--- src/rtl/alu_pkg.sv ---
// Shared ALU datapath constants: op encodings, operand width and result FIFO entry width.
// ALU_RESULT_FIFO_FLAGS_EN adds the zero/borrow flag bits to each FIFO entry.
package alu_pkg;

   localparam logic ALU_OP_ADD = 1'b0;
   localparam logic ALU_OP_SUB = 1'b1;
   localparam int   ALU_DATA_W = 4;

`ifdef ALU_RESULT_FIFO_FLAGS_EN
   localparam int ALU_FIFO_FLAG_W = 2;
`else
   localparam int ALU_FIFO_FLAG_W = 0;
`endif

   // Entry layout from LSB: result, carry, op, then the optional borrow and zero flags.
   localparam int ALU_FIFO_ENTRY_W = ALU_DATA_W + 2 + ALU_FIFO_FLAG_W;

endpackage

--- src/rtl/alu_result_fifo.sv ---
// First-word-fall-through FIFO buffering alu_4bit results for a valid/ready consumer.
// Define ALU_RESULT_FIFO_FLAGS_EN to add the stored out_zero / out_borrow flags.
module alu_result_fifo
   import alu_pkg::*;
#(
   parameter int DEPTH  = 4,
   parameter int DATA_W = ALU_DATA_W
) (
   input  logic                     clk,
   input  logic                     rst,
   input  logic                     in_valid,
   output logic                     in_ready,
   input  logic [DATA_W-1:0]        in_result,
   input  logic                     in_carry,
   input  logic                     in_op,
   output logic                     out_valid,
   input  logic                     out_ready,
   output logic [DATA_W-1:0]        out_result,
   output logic                     out_carry,
   output logic                     out_op,
`ifdef ALU_RESULT_FIFO_FLAGS_EN
   output logic                     out_zero,
   output logic                     out_borrow,
`endif
   output logic [$clog2(DEPTH):0]   count
);

   localparam int           AW      = $clog2(DEPTH);
   localparam int           ENTRY_W = DATA_W + 2 + ALU_FIFO_FLAG_W;
   localparam logic [AW:0]  FULL    = (AW+1)'(DEPTH);

   logic [ENTRY_W-1:0] mem [DEPTH];
   logic [ENTRY_W-1:0] wr_entry;
   logic [ENTRY_W-1:0] rd_entry;
   logic [AW:0]        wr_ptr;
   logic [AW:0]        rd_ptr;
   logic               push;
   logic               pop;

   assign in_ready  = (count != FULL);
   assign out_valid = (count != '0);
   assign push      = in_valid & in_ready;
   assign pop       = out_valid & out_ready;

`ifdef ALU_RESULT_FIFO_FLAGS_EN
   // Flags are derived once at push time so the consumer sees them with no extra logic.
   assign wr_entry = {(in_result == '0), (in_op == ALU_OP_SUB) && !in_carry,
                      in_op, in_carry, in_result};
`else
   assign wr_entry = {in_op, in_carry, in_result};
`endif

   always_ff @(posedge clk) begin
      if (rst) begin
         wr_ptr <= '0;
         rd_ptr <= '0;
         count  <= '0;
      end else begin
         if (push) wr_ptr <= wr_ptr + 1'b1;
         if (pop)  rd_ptr <= rd_ptr + 1'b1;
         case ({push, pop})
            2'b10:   count <= count + 1'b1;
            2'b01:   count <= count - 1'b1;
            default: count <= count;
         endcase
      end
   end

   // Storage is deliberately unreset; only the pointers define which entries are live.
   always_ff @(posedge clk) begin
      if (!rst && push) mem[wr_ptr[AW-1:0]] <= wr_entry;
   end

   assign rd_entry   = mem[rd_ptr[AW-1:0]];
   assign out_result = rd_entry[DATA_W-1:0];
   assign out_carry  = rd_entry[DATA_W];
   assign out_op     = rd_entry[DATA_W+1];

`ifdef ALU_RESULT_FIFO_FLAGS_EN
   assign out_borrow = out_valid & rd_entry[DATA_W+2];
   assign out_zero   = out_valid & rd_entry[DATA_W+3];
`endif

endmodule

--- config.mk ---
export PLATFORM = sky130hd
export DESIGN_NAME = alu_result_fifo
export DESIGN_NICKNAME = d
export VERILOG_FILES = /design/src/rtl/alu_pkg.sv /design/src/rtl/alu_result_fifo.sv
export SDC_FILE = /design/constraint.sdc
export NUM_CORES = 1
export LEC_CHECK = 0
export CORE_MARGIN = 2
export CORE_UTILIZATION = 50
export DETAILED_ROUTE_END_ITERATION = 16
export PLACE_DENSITY = 0.74
export SLEW_MARGIN = 20
export SYNTH_ARGS = -nofsm -noshare
export SYNTH_HDL_FRONTEND = slang
export SYNTH_SLANG_ARGS = --single-unit
--- constraint.sdc ---
create_clock -name clk -period 7 [get_ports clk]
set_input_delay 0.7 -clock clk [delete_from_list [all_inputs] [get_ports clk]]
set_output_delay 0.7 -clock clk [all_outputs]
set_load 0.01 [all_outputs]
==> results of run 1 <==
[worst max path at each step]
| stage | to | slack [ns] | depth (start not counted) |
|---|---|---|---|
| 3_3_place_gp | count[2] | 4.26 | 9 |
| 6_report | out_result[2] | 4.35 | 2 |
| 5_1_grt | out_result[2] | 4.21 | 2 |
| 2_1_floorplan | count[2] | 4.51 | 9 |
| 3_5_place_dp | count[2] | 4.22 | 9 |
| 4_1_cts | out_result[2] | 4.31 | 2 |
[registers in the layout, summed over array words and instances (netlist names), named ones only]
name    count
count       3
mem        24
rd_ptr      2
wr_ptr      2
[metrics by stage]
stage                     cell area (µm²)  std cells  hold slack, ns
final                                1640        138           0.546
after detailed placement             1580        130           0.523
after global placement               1580        130           0.504
after floorplan                      1350         82           0.481
after CTS                            1640        138           0.551
after global routing                 1640        138           0.575
[cell type report]
class                           count  area, µm²  share of cell area (%)
Tap cell                           30       37.5                    2.29
Sequential cell                    33        901                    55.0
Timing Repair Buffer               20        200                    12.2
Inverter                            6       22.5                    1.38
Multi-Input combinational cell     41        417                    25.5
Clock buffer                        8       58.8                    3.59
[logic make-up after synthesis]
logic type	after synthesis
AOI/OAI and AO/OA	5
xor gates and xnor gates	4
adders and majority gates	6
buffers and inverters	8
DFF	33
muxes	8
and+or+nand+nor	18
[report_power, final]
part	switching [mW]	internal, mW
sequential	0.0286	0.234
clock	0.0545	0.0496
combinational	0.0685	0.106
total	0.152	0.390
[critical path: cells and delay by family, from the launching register on]
family | cells | cell delay, ns
mux | 1 | 0.56
buf+inv | 1 | 0.49
flops | 1 | 0.58
[layout by cell type, fill, tap and decap left out, drive strengths merged]
| cell type | Yosys | layout |
|---|---|---|
| edfxtp | 24 | 24 |
| clkdlybuf4s50 | 0 | 20 |
| dfxtp | 9 | 9 |
| nor2 | 8 | 8 |
| clkbuf | 1 | 8 |
| inv | 6 | 6 |
| mux4 | 6 | 6 |
| ha | 5 | 5 |
| nor3b | 4 | 4 |
| xor2 | 3 | 3 |
| or3 | 2 | 2 |
| a21oi | 2 | 2 |
| nand2b | 2 | 2 |
| or3b | 1 | 1 |
| and2 | 1 | 1 |
| o31a | 1 | 1 |
| mux2 | 1 | 1 |
| o311ai | 1 | 1 |
| xnor2 | 1 | 1 |
| o21ai | 1 | 1 |
| mux2i | 1 | 1 |
| fa | 1 | 1 |
[layer usage]
layer  wire, µm  GRT usage, %  part of all wire [%]
met3         79          4.65                   3.8
met5          0             0                     0
met1        923          18.1                    45
met4         30          7.14                   1.5
met2       1020          24.3                    50
==> PnR_summary.wiki, run 1 <==
{| class="wikitable"
! Metric !! Value
|-
| Outcome || completed
|-
| Vias per inst || 5.25
|-
| Capture instance of the worst register-to-register path || count[2]
|-
| Slew Viols, Final || 0
|-
| Average wire length per cell after detail routing || ~15 µm
|-
| Startpoint of the tightest hold check path || wr_ptr[1]
|-
| Leak Pwr || around 0.56 nW
|-
| Most frequent cell after synthesis || edfxtp_1
|-
| HPWL Detailed || between 1.5 and 2 mm
|-
| Post-synthesis instance area || roughly 0.0013 mm²
|-
| Max-cap viol count || 0
|-
| Post-route setup slack || 4.35 ns
|-
| Number of instances on the worst hold path || 2
|-
| Critical Path End Type || output port
|-
| Worst slack at placement || 4.22 ns
|-
| Reg clk slew, reported paths || 0.09 ns
|-
| Period Utilization, post-route || 37.8%
|-
| Per-instance average area after synthesis || around 16 µm²
|-
| Clock latency reported for the late side of the worst-skew pair || 0.31 ns
|-
| Fin Setup TNS || 0 ns
|-
| Critical Path Start Type || register
|-
| Final Setup Violations || 0
|-
| Largest vdd supply drop || 0.235 mV
|-
| Worst Path Class, Setup || reg -> out
|-
| Number of global-route vias before repair || roughly 730
|-
| Post-CTS setup repair buffer count || 0
|-
| Total track usage || 14.9%
|-
| Arithmetic-cell share of the synthesized area counting full adders, half adders and majority gates || 6.12%
|-
| Depth of the most critical reg-to-reg path || 9
|-
| Number of buffers between clock root and the deepest sink || 2
|-
| # IOs || 21
|-
| Worst EP required || between 6 and 7 ns
|-
| Largest family of logic cells by synthesized area || multiplexers
|-
| Critical register-to-register path startpoint || count[2]
|-
| Total CTS buffers || 5
|-
| Yosys reg bits || 33
|-
| Number of different library cells in the post-synthesis netlist || 22
|-
| Worst-case register-to-register setup slack || 4.47 ns
|-
| Proportion of synthesized area in mux cells || about an eighth
|-
| Global-route wire length before repair || 3.44 mm
|-
| Die Height || 55.9 µm
|-
| TritonCTS clock tree || yes
|-
| Fmax || 0.378 GHz
|-
| Die span in x || between 50 and 60 µm
|-
| Synthesized net count || slightly below 100
|-
| Total of fill cells in the finished design || 192
|-
| Area fraction in and, or, nand and nor cells after synthesis || 7.79%
|-
| Number of placement rows || 18
|-
| GRT Residual Overflow || 0
|-
| CTS Hold Buffers Added || 0
|-
| Cell at the root of the clock tree || clkbuf_4
|-
| Diode insertion count for antenna repair || 0
|-
| Initial antenna violation count || 0
|-
| Fraction of post-synthesis cell area in the top cell type by area || 53.4%
|-
| Final Skew || 0.00693 ns
|-
| Most frequent cells after synthesis || 24 x edfxtp_1, 9 x dfxtp_1, 8 x nor2_1
|-
| Maximum net fanout on the critical path || 6
|-
| Ordered list of cells on the worst path || mux4_2, clkdlybuf4s50_1
|-
| Power density normalized to cell area || 331 mW/mm²
|-
| Number of H-tree branching levels || 2
|-
| Worst min-delay path category || reg -> reg
|-
| Buffers added on ports || 20
|-
| Number of endpoints with negative hold slack in the final report || 0
|-
| Number of nets with antenna violations after routing || 0
|-
| Arrival @ worst endpoint || 1.95 ns
|-
| Yosys warning total || 0
|-
| Slowest Stage Delay on Critical Path || just under 0.6 ns
|-
| Complex-gate fraction of the synthesized area || around 2.5%
|-
| Core area || 0.00252 mm²
|-
| Slowest stage cell on the critical path || dfxtp_1
|-
| Final Core Density || 64.9%
|-
| TritonCTS Sinks || 33
|-
| Total design power || 0.541 mW
|-
| Number of enable flip-flop cells after synthesis || 24
|-
| Remaining max-slew budget at the tightest pin || between 20 and 30%
|-
| Final worst path period need || ~2.6 ns
|-
| Routability cong. || roughly 0.79
|-
| Die ar. || ~0.0031 mm²
|-
| Post-layout net count || about 120
|-
| Largest net degree at the start of global routing || 15
|-
| Final WL || 2.06 mm
|-
| Starting density of the core || ~53%
|-
| Detailed-route via count || 725
|-
| Slew at the pin closest to its max-slew limit || 1.06 ns
|-
| Proportion of synthesized flip-flops having asynchronous set or reset || 0%
|-
| Commonest register cell after synthesis || edfxtp_1
|-
| Share of layout cells above drive strength 1 || 15.7%
|-
| Cells after synthesis || 82
|-
| DRC Markers || 0
|-
| Synth-to-layout area growth || 21.3%
|-
| Endpoint with the worst hold slack || wr_ptr[1]
|-
| Drt first pass iters || 4
|-
| Cell taking the most area after synthesis || edfxtp_1
|-
| Cells taking the most area after synthesis || edfxtp_1 53%, dfxtp_1 13%, mux4_2 10%, ha_1 4.6%, nor2_1 2.2%
|-
| Unrepaired setup endpoints after global routing || no
|-
| Proportion of synthesized chip area in sequential cells || 66.8%
|-
| XOR/XNOR share of the synthesized area || 2.60%
|-
| Count of cells resized by post-cts repair || 0
|-
| First DRT Iteration DRCs || 13
|}
No activity file was read; power rests on OpenSTA's default activity.
==> run 2, diff against run 1 <==
==> constraint.sdc (replaced) <==
create_clock -name clk -period 2.57 [get_ports clk]
set_input_delay 0.257 -clock clk [delete_from_list [all_inputs] [get_ports clk]]
set_output_delay 0.257 -clock clk [all_outputs]
set_load 0.01 [all_outputs]
==> run 2 against run 1 <==
Effect of this change:
- clock power grew to 2.6 times the previous value
- power grew to 2.8 times the previous value
- sequential share of layout area decreased by 1.5 points
- design area up 2.8%
- first-iteration DRC count is 31% lower
- critical path depth increased by 7
- worst setup slack worse by 4.2 ns
- cell count rose by 5.1%
- die area did not move
- flip-flop and latch count unchanged
- count of clock-buffer cells in the layout fell by 2
- clock skew is 0.0022 ns higher
- critical path type is now reg -> reg
- largest cell class unchanged
==> PnR_summary.wiki, run 2 (synthesis results as in run 1) <==
{| class="wikitable"
! Metric !! Value
|-
| Arrival @ worst endpoint || 2.64 ns (was 1.95 ns)
|-
| DRC Markers || 0 (unchanged)
|-
| Max-cap viol count || 0 (unchanged)
|-
| Period Utilization, post-route || roughly 93%
|-
| Clock latency reported for the late side of the worst-skew pair || 0.33 ns (was 0.31 ns)
|-
| HPWL Detailed || 1.58 mm (was 1.52 mm)
|-
| Count of cells resized by post-cts repair || 0 (unchanged)
|-
| Number of H-tree branching levels || 2 (unchanged)
|-
| Top delay family on crit path || simple AND/OR/NAND/NOR gates (was flip-flops)
|-
| Leak Pwr || 0.595 nW (was 0.560 nW)
|-
| Buffers added on ports || 20 (unchanged)
|-
| Cell at the root of the clock tree || clkbuf_4 (unchanged)
|-
| Unrepaired setup endpoints after global routing || no (unchanged)
|-
| Average wire length per cell after detail routing || 14.5 µm (was 14.9 µm)
|-
| GRT Residual Overflow || 0 (unchanged)
|-
| Number of nets with antenna violations after routing || 0 (unchanged)
|-
| Post-layout net count || 130 (was 123)
|-
| Internal || 1.06 mW (was 0.390 mW)
|-
| Total design power || 1.49 mW (was 0.541 mW)
|-
| Maximum net fanout on the critical path || 5 (was 6)
|-
| Vias per inst || 5.19 (was 5.25)
|-
| First DRT Iteration DRCs || 9 (was 13)
|-
| Slowest stage cell on the critical path || or3_2 (was dfxtp_1)
|-
| TritonCTS Sinks || 33 (unchanged)
|-
| Starting density of the core || 53.5% (unchanged)
|-
| Largest vdd supply drop || 0.756 mV (was 0.235 mV)
|-
| Number of placement rows || 18 (unchanged)
|-
| Total CTS buffers || 5 (unchanged)
|-
| Fin Setup TNS || 0 ns (unchanged)
|-
| Portion of total power attributed to the clock network || 17.9% (was 19.2%)
|-
| Post-route setup slack || 0.190 ns (was 4.35 ns)
|-
| Routability cong. || 0.736 (was 0.788)
|-
| Buffers plus inverters on the worst setup path || 2 (was 1)
|-
| Diode insertion count for antenna repair || 0 (unchanged)
|-
| # IOs || 21 (unchanged)
|-
| Critical Path End Type || register (was output port)
|-
| Die span in x || 55.9 µm (unchanged)
|-
| Ordered list of cells on the worst path || or3b_1, and2_4, inv_2, ha_1, inv_1, fa_1, xor2_1, or3_2, a21oi_1 (was mux4_2, clkdlybuf4s50_1)
|-
| Largest net degree at the start of global routing || 15 (unchanged)
|-
| Slowest Stage Delay on Critical Path || 0.40 ns (was 0.58 ns)
|-
| Reg clk slew, reported paths || 0.10 ns (was 0.09 ns)
|-
| Worst EP required || 2.83 ns (was 6.30 ns)
|-
| Post-CTS setup repair buffer count || 0 (unchanged)
|-
| Die ar. || 0.00313 mm² (unchanged)
|-
| Flip-flop count of the largest register after layout || 24 (unchanged)
|-
| Final Core Density || 66.7% (was 64.9%)
|-
| Number of buffers between clock root and the deepest sink || 2 (unchanged)
|-
| Proportion of total power due to net switching || 28.9% (was 28.0%)
|-
| Worst min-delay path category || reg -> reg (unchanged)
|-
| Final worst path period need || 2.38 ns
|-
| Number of endpoints with negative hold slack in the final report || 0 (unchanged)
|-
| Share of total power in combinational logic || 35.9% (was 32.3%)
|-
| TritonCTS clock tree || yes (unchanged)
|-
| Total track usage || 16.1% (was 14.9%)
|-
| Slew at the pin closest to its max-slew limit || 0.455 ns (was 1.06 ns)
|-
| Worst slack at placement || 0.159 ns (was 4.22 ns)
|-
| Number of instances on the worst hold path || 2 (unchanged)
|-
| Share of total power in sequential cells || 46.2% (was 48.5%)
|-
| Fmax || 0.420 GHz
|-
| Detailed-route via count || 752 (was 725)
|-
| Capture instance of the worst register-to-register path || count[2] (unchanged)
|-
| Endpoint with the worst hold slack || wr_ptr[1] (unchanged)
|-
| Outcome || completed (unchanged)
|-
| Worst Path Class, Setup || reg -> reg (was reg -> out)
|-
| Drt first pass iters || 4 (unchanged)
|-
| Net switching power of the design || 0.431 mW (was 0.152 mW)
|-
| Leading cell types in the layout, fill and taps excluded || 24 x edfxtp_1, 20 x clkdlybuf4s50_1, 9 x dfxtp_1 (unchanged)
|-
| Final Setup Violations || 0 (unchanged)
|-
| Final Skew || 0.00912 ns (was 0.00693 ns)
|-
| Core area || 0.00252 mm² (unchanged)
|-
| Critical Path Start Type || register (unchanged)
|-
| Die Height || 55.9 µm (unchanged)
|-
| Power density normalized to cell area || 887 mW/mm² (was 331 mW/mm²)
|-
| Synth-to-layout area growth || 24.7% (was 21.3%)
|-
| Number of global-route vias before repair || 785 (was 729)
|-
| Critical register-to-register path startpoint || count[2] (unchanged)
|-
| Worst-case register-to-register setup slack || 0.19 ns (was 4.47 ns)
|-
| Depth of the most critical reg-to-reg path || 9 (unchanged)
|-
| Global-route wire length before repair || 3.64 mm (was 3.44 mm)
|-
| CTS Hold Buffers Added || 0 (unchanged)
|-
| Startpoint of the tightest hold check path || wr_ptr[1] (unchanged)
|-
| Slew Viols, Final || 0 (unchanged)
|-
| Initial antenna violation count || 0 (unchanged)
|-
| Most frequent standard cell in the layout excluding fill and tap cells || edfxtp_1 (unchanged)
|-
| Remaining max-slew budget at the tightest pin || 69.6% (was 29.4%)
|-
| Final WL || 2.10 mm (was 2.06 mm)
|-
| Share of layout cells above drive strength 1 || 22.6% (was 15.7%)
|}
==> run 2: cell count changes in the layout (fill, tap and decap cells not counted) <==
cell      delta
clkinv_2     +2
buf_4        +7
inv_2        +1
inv_1        -1
clkbuf_8     -1
clkbuf_1     -1
==> run 2: tightest hold or removal path, stage by stage, from the launching register on <==
cell      delay (ns)
dfxtp_1         0.34
nand2b_1        0.07
mux2i_1         0.06
==> run 2: how the worst max path moves through the flow <==
stage / start / to / slack, ns / depth (start not counted)
floorplan: count[2] / count[2] / 0.08 / 9
global placement: count[0] / count[2] / 0.21 / 9
detailed placement: count[0] / count[2] / 0.16 / 9
CTS: count[2] / count[2] / 0.12 / 9
global route: count[0] / count[2] / 0.04 / 9
finish: count[2] / count[2] / 0.19 / 9
==> run 2: power by group through the flow <==
stage	Sequential, mW	Combinational [mW]	Clock (mW)
global placement	0.703	0.534	0
floorplan	0.698	0.302	0
global route	0.700	0.588	0.308
CTS	0.693	0.541	0.281
detailed placement	0.706	0.538	0
finish	0.689	0.536	0.266
==> run 2: area by class of cell <==
cell class | instances | area [µm²]
inverters | 6 | 22.5
flip-flops and latches | 33 | 901
repair buffers | 27 | 253
well taps | 30 | 37.5
multi-input cells | 41 | 417
clock buffers | 6 | 41.3
fillers | 194 | 841
clock inverters | 2 | 10.0
==> run 2: stage by stage <==
stage | hold WS (ns) | std cells | cell area [µm²]
floorplan | 0.356 | 82 | 1350
global placement | 0.502 | 137 | 1630
detailed placement | 0.503 | 137 | 1630
CTS | 0.518 | 145 | 1680
global route | 0.543 | 145 | 1680
finish | 0.511 | 145 | 1680
==> run 2: routing by layer <==
layer	up-vias	wire (µm)	share of wire, %	global-route usage, %
li1	366	-	-	-
met3	7	96	4.6	7.67
met2	17	1070	51	26.4
met5	-	0	0	0
met4	0	36	1.7	6.12
met1	362	895	43	18.4
==> patch: new RTL, flow settings as in run 2 <==
Register the output `count` once more, cleared by the reset; this adds one clock of latency there. The other outputs are not delayed to match.
--- a/src/rtl/alu_result_fifo.sv
+++ b/src/rtl/alu_result_fifo.sv
@@ -29,6 +29,8 @@
    localparam int           ENTRY_W = DATA_W + 2 + ALU_FIFO_FLAG_W;
    localparam logic [AW:0]  FULL    = (AW+1)'(DEPTH);
 
+   logic [$clog2(DEPTH):0] count_s0;
+
    logic [ENTRY_W-1:0] mem [DEPTH];
    logic [ENTRY_W-1:0] wr_entry;
    logic [ENTRY_W-1:0] rd_entry;
@@ -37,8 +39,8 @@
    logic               push;
    logic               pop;
 
-   assign in_ready  = (count != FULL);
-   assign out_valid = (count != '0);
+   assign in_ready  = (count_s0 != FULL);
+   assign out_valid = (count_s0 != '0);
    assign push      = in_valid & in_ready;
    assign pop       = out_valid & out_ready;
 
@@ -54,14 +56,14 @@
       if (rst) begin
          wr_ptr <= '0;
          rd_ptr <= '0;
-         count  <= '0;
+         count_s0 <= '0;
       end else begin
          if (push) wr_ptr <= wr_ptr + 1'b1;
          if (pop)  rd_ptr <= rd_ptr + 1'b1;
          case ({push, pop})
-            2'b10:   count <= count + 1'b1;
-            2'b01:   count <= count - 1'b1;
-            default: count <= count;
+            2'b10:   count_s0 <= count_s0 + 1'b1;
+            2'b01:   count_s0 <= count_s0 - 1'b1;
+            default: count_s0 <= count_s0;
          endcase
       end
    end
@@ -81,5 +83,13 @@
    assign out_zero   = out_valid & rd_entry[DATA_W+3];
 `endif
 
+   always_ff @(posedge clk) begin
+      if (rst) begin
+         count <= '0;
+      end else begin
+         count <= count_s0;
+      end
+   end
+
 endmodule
 
Function: changed (Yosys sat finds a counterexample within 4 cycles, from zero or initial values and one cycle with rst high).
==> patch against run 2 <==
  * Area after synthesis up 5.2%
  * Worst setup slack worse by 11 ps
  * Design area up 2.6%
  * Synthesized cell count up 7.3%
  * Final cell count up 2.1%
  * Sequential cell count up 3
  * Routed wire length up 7.2%
  * Clock skew up 0.69 ps
  * Critical path type unchanged
  * Largest power group unchanged
  * Total power down 0.45%
  * Via count up 4.9%
  * Sequential power up 11%
==> patch: results (changes against run 2) <==
* CTS Buf Count at 5 (unchanged)
* Post-synthesis sequential area ratio at 0.677 (was 0.668)
* Crit path largest cell delay at 430 ps (was 400 ps)
* Critical path arrival at 2670 ps (was 2640 ps)
* First-pass GRT wire length at 3610 um (was 3640 um)
* Area contributors post-synth: edfxtp_1 (51%), dfxtp_1 (17%), mux4_2 (9.5%) (was edfxtp_1 (53%), dfxtp_1 (13%), mux4_2 (10%))
* Remaining global-route overflow at 0 (unchanged)
* Reg-to-Reg Start: count_s0[0] (was count[2])
* Post-synth EDFFs at 24 (unchanged)
* Initial antenna violation count at 0 (unchanged)
* Critical Path Fanout Max at 6 (was 5)
* Root buffer cell: clkbuf_4 (unchanged)
* Worst Hold Depth at 2 (unchanged)
* Pint at 1.07 mW (was 1.06 mW)
* Fin Clk Skew at 9.81 ps (was 9.12 ps)
* Placed wire-length estimate at 1600 um (was 1580 um)
* WHS Endpoint: wr_ptr[1] (unchanged)
* Most frequent cell after synthesis: edfxtp_1 (unchanged)
* Worst-margin pin slew at 551 ps (was 455 ps)
* Vias/cell at 5.33 (was 5.19)
* Worst r2r path cells at 9 (unchanged)
* Buffers on Ports at 20 (unchanged)
* VDD IR max at 0.000654 V (was 0.000756 V)
* Gpl congestion at 0.761 (was 0.736)
* Final net count at 133 (was 130)
* HP Class: flop to flop (unchanged)
* Ratio of cells with drive above 1 in the final layout at 0.162 (was 0.226)
* Synth warnings at 0 (unchanged)
* Routed WL at 2250 um (was 2100 um)
* Min Hold Slack at 532 ps (was 511 ps)
* Top post-synthesis cells by count: edfxtp_1 (24), dfxtp_1 (12), nor2_1 (10), inv_1 (6), mux4_2 (6) (was edfxtp_1 (24), dfxtp_1 (9), nor2_1 (8), inv_1 (6), mux4_2 (6))
* DP Area at 1680 um^2 (was 1630 um^2)
* 1st-iter DRT viols at 15 (was 9)
* Max reg flops at 24 (unchanged)
* Post-CTS Setup Bufs at 0 (unchanged)
* Maximum clock insertion buffer count at 2 (unchanged)
* Netlist cell types at 25 (was 22)
* All-Layer GR Usage at 0.157 (was 0.161)
* Setup TNS at 0 ps (unchanged)
* Clock slew at reported path FFs at 90 ps
* HP Start: wr_ptr[1] (unchanged)
* Leak at 0.608 nW (was 0.595 nW)
* Ys async rst share at 0 (unchanged)
* Number of global-route vias before repair at 768 (was 785)
* Total of fill cells in the finished design at 198 (was 194)
* Synthesized net count at 104 (was 98)
* Flop-to-flop setup slack at 180 ps
* Max stage delay cell, worst path: or3b_1 (was or3_2)
* Diode count at 0 (unchanged)
* Crit-path leading delay family: simple AND/OR/NAND/NOR gates (unchanged)
* First-pass iteration count of the detailed router at 2 (was 4)
* CTS H-tree lvls at 2 (unchanged)
* Largest net degree at the start of global routing at 18 (was 15)
* Status: completed (unchanged)
* R2r endpoint: count_s0[2] (was count[2])
* Worst skew pair latency at 330 ps (about the same)
patch: changes by cell type after synthesis, sizes merged:
cell          run 2  this run
dfxtp             9        12
nor2              8        10
a21oi             2         1
nand2             0         1
nor2b             0         1
or3               2         1
or4               0         1
patch: worst max path at each step:
stage | start | slack, ps | endpoint
floorplan | count_s0[0] | 250 | count_s0[2]
global placement | count_s0[2] | 250 | count_s0[2]
detailed placement | count_s0[2] | 140 | count_s0[2]
CTS | count_s0[2] | 100 | count_s0[2]
global route | count_s0[0] | 80 | count_s0[2]
finish | count_s0[0] | 180 | count_s0[2]
patch: metal layers:
metal / share of wire / up-vias / global-route usage
li1: - / 377 / -
met1: 0.44 / 391 / 0.193
met2: 0.49 / 14 / 0.241
met3: 0.044 / 7 / 0.0612
met4: 0.022 / 0 / 0.0797
met5: 0 / - / 0
patch: kinds of logic after synthesis:
group / after synthesis / share of synthesized area
XOR/XNOR: 4 / 0.0247
adder cells (fa/ha/maj): 6 / 0.0582
buffers and inverters: 8 / 0.0220
AND/OR/NAND/NOR: 22 / 0.0855
flip-flops: 36 / 0.677
AO/OA/AOI/OAI: 4 / 0.0194
multiplexers: 8 / 0.113
patch: what timing repair did:
item,in CTS,in global routing
resized for setup,0,2
hold buffers,0,0
setup endpoints to repair,0,1
patch: power groups by stage:
stage                     clock network, mW  registers, mW  logic [mW]
after global routing                  0.298          0.781       0.497
after CTS                             0.274          0.768       0.458
final                                 0.263          0.766       0.456
after detailed placement                  0          0.781       0.456
after floorplan                           0          0.745       0.297
after global placement                    0          0.773       0.450
patch: worst reg2reg max path, cell delays in order, from the launching register on:
cell	delay, ps
dfxtp_1	370
or3b_1	430
and2_4	200
inv_2	90
ha_1	190
inv_1	60
fa_1	380
xor2_1	160
or4_1	400
nand2_1	70
patch: area by class of cell:
| class | instances | area, um^2 | area share |
|---|---|---|---|
| sequential | 36 | 962 | 0.558 |
| multi-input combinational | 44 | 427 | 0.247 |
| timing repair buffer | 24 | 230 | 0.133 |
| clock buffer | 7 | 45.0 | 0.0261 |
| tap | 31 | 38.8 | 0.0225 |
| inverter | 6 | 22.5 | 0.0131 |
patch: per-stage QoR:
stage	cells	total power, mW	setup WS [ps]
final	148	1.48	179
after global routing	148	1.57	75.0
after CTS	148	1.50	105
after detailed placement	141	1.24	137
after global placement	141	1.22	246
after floorplan	88	1.04	246
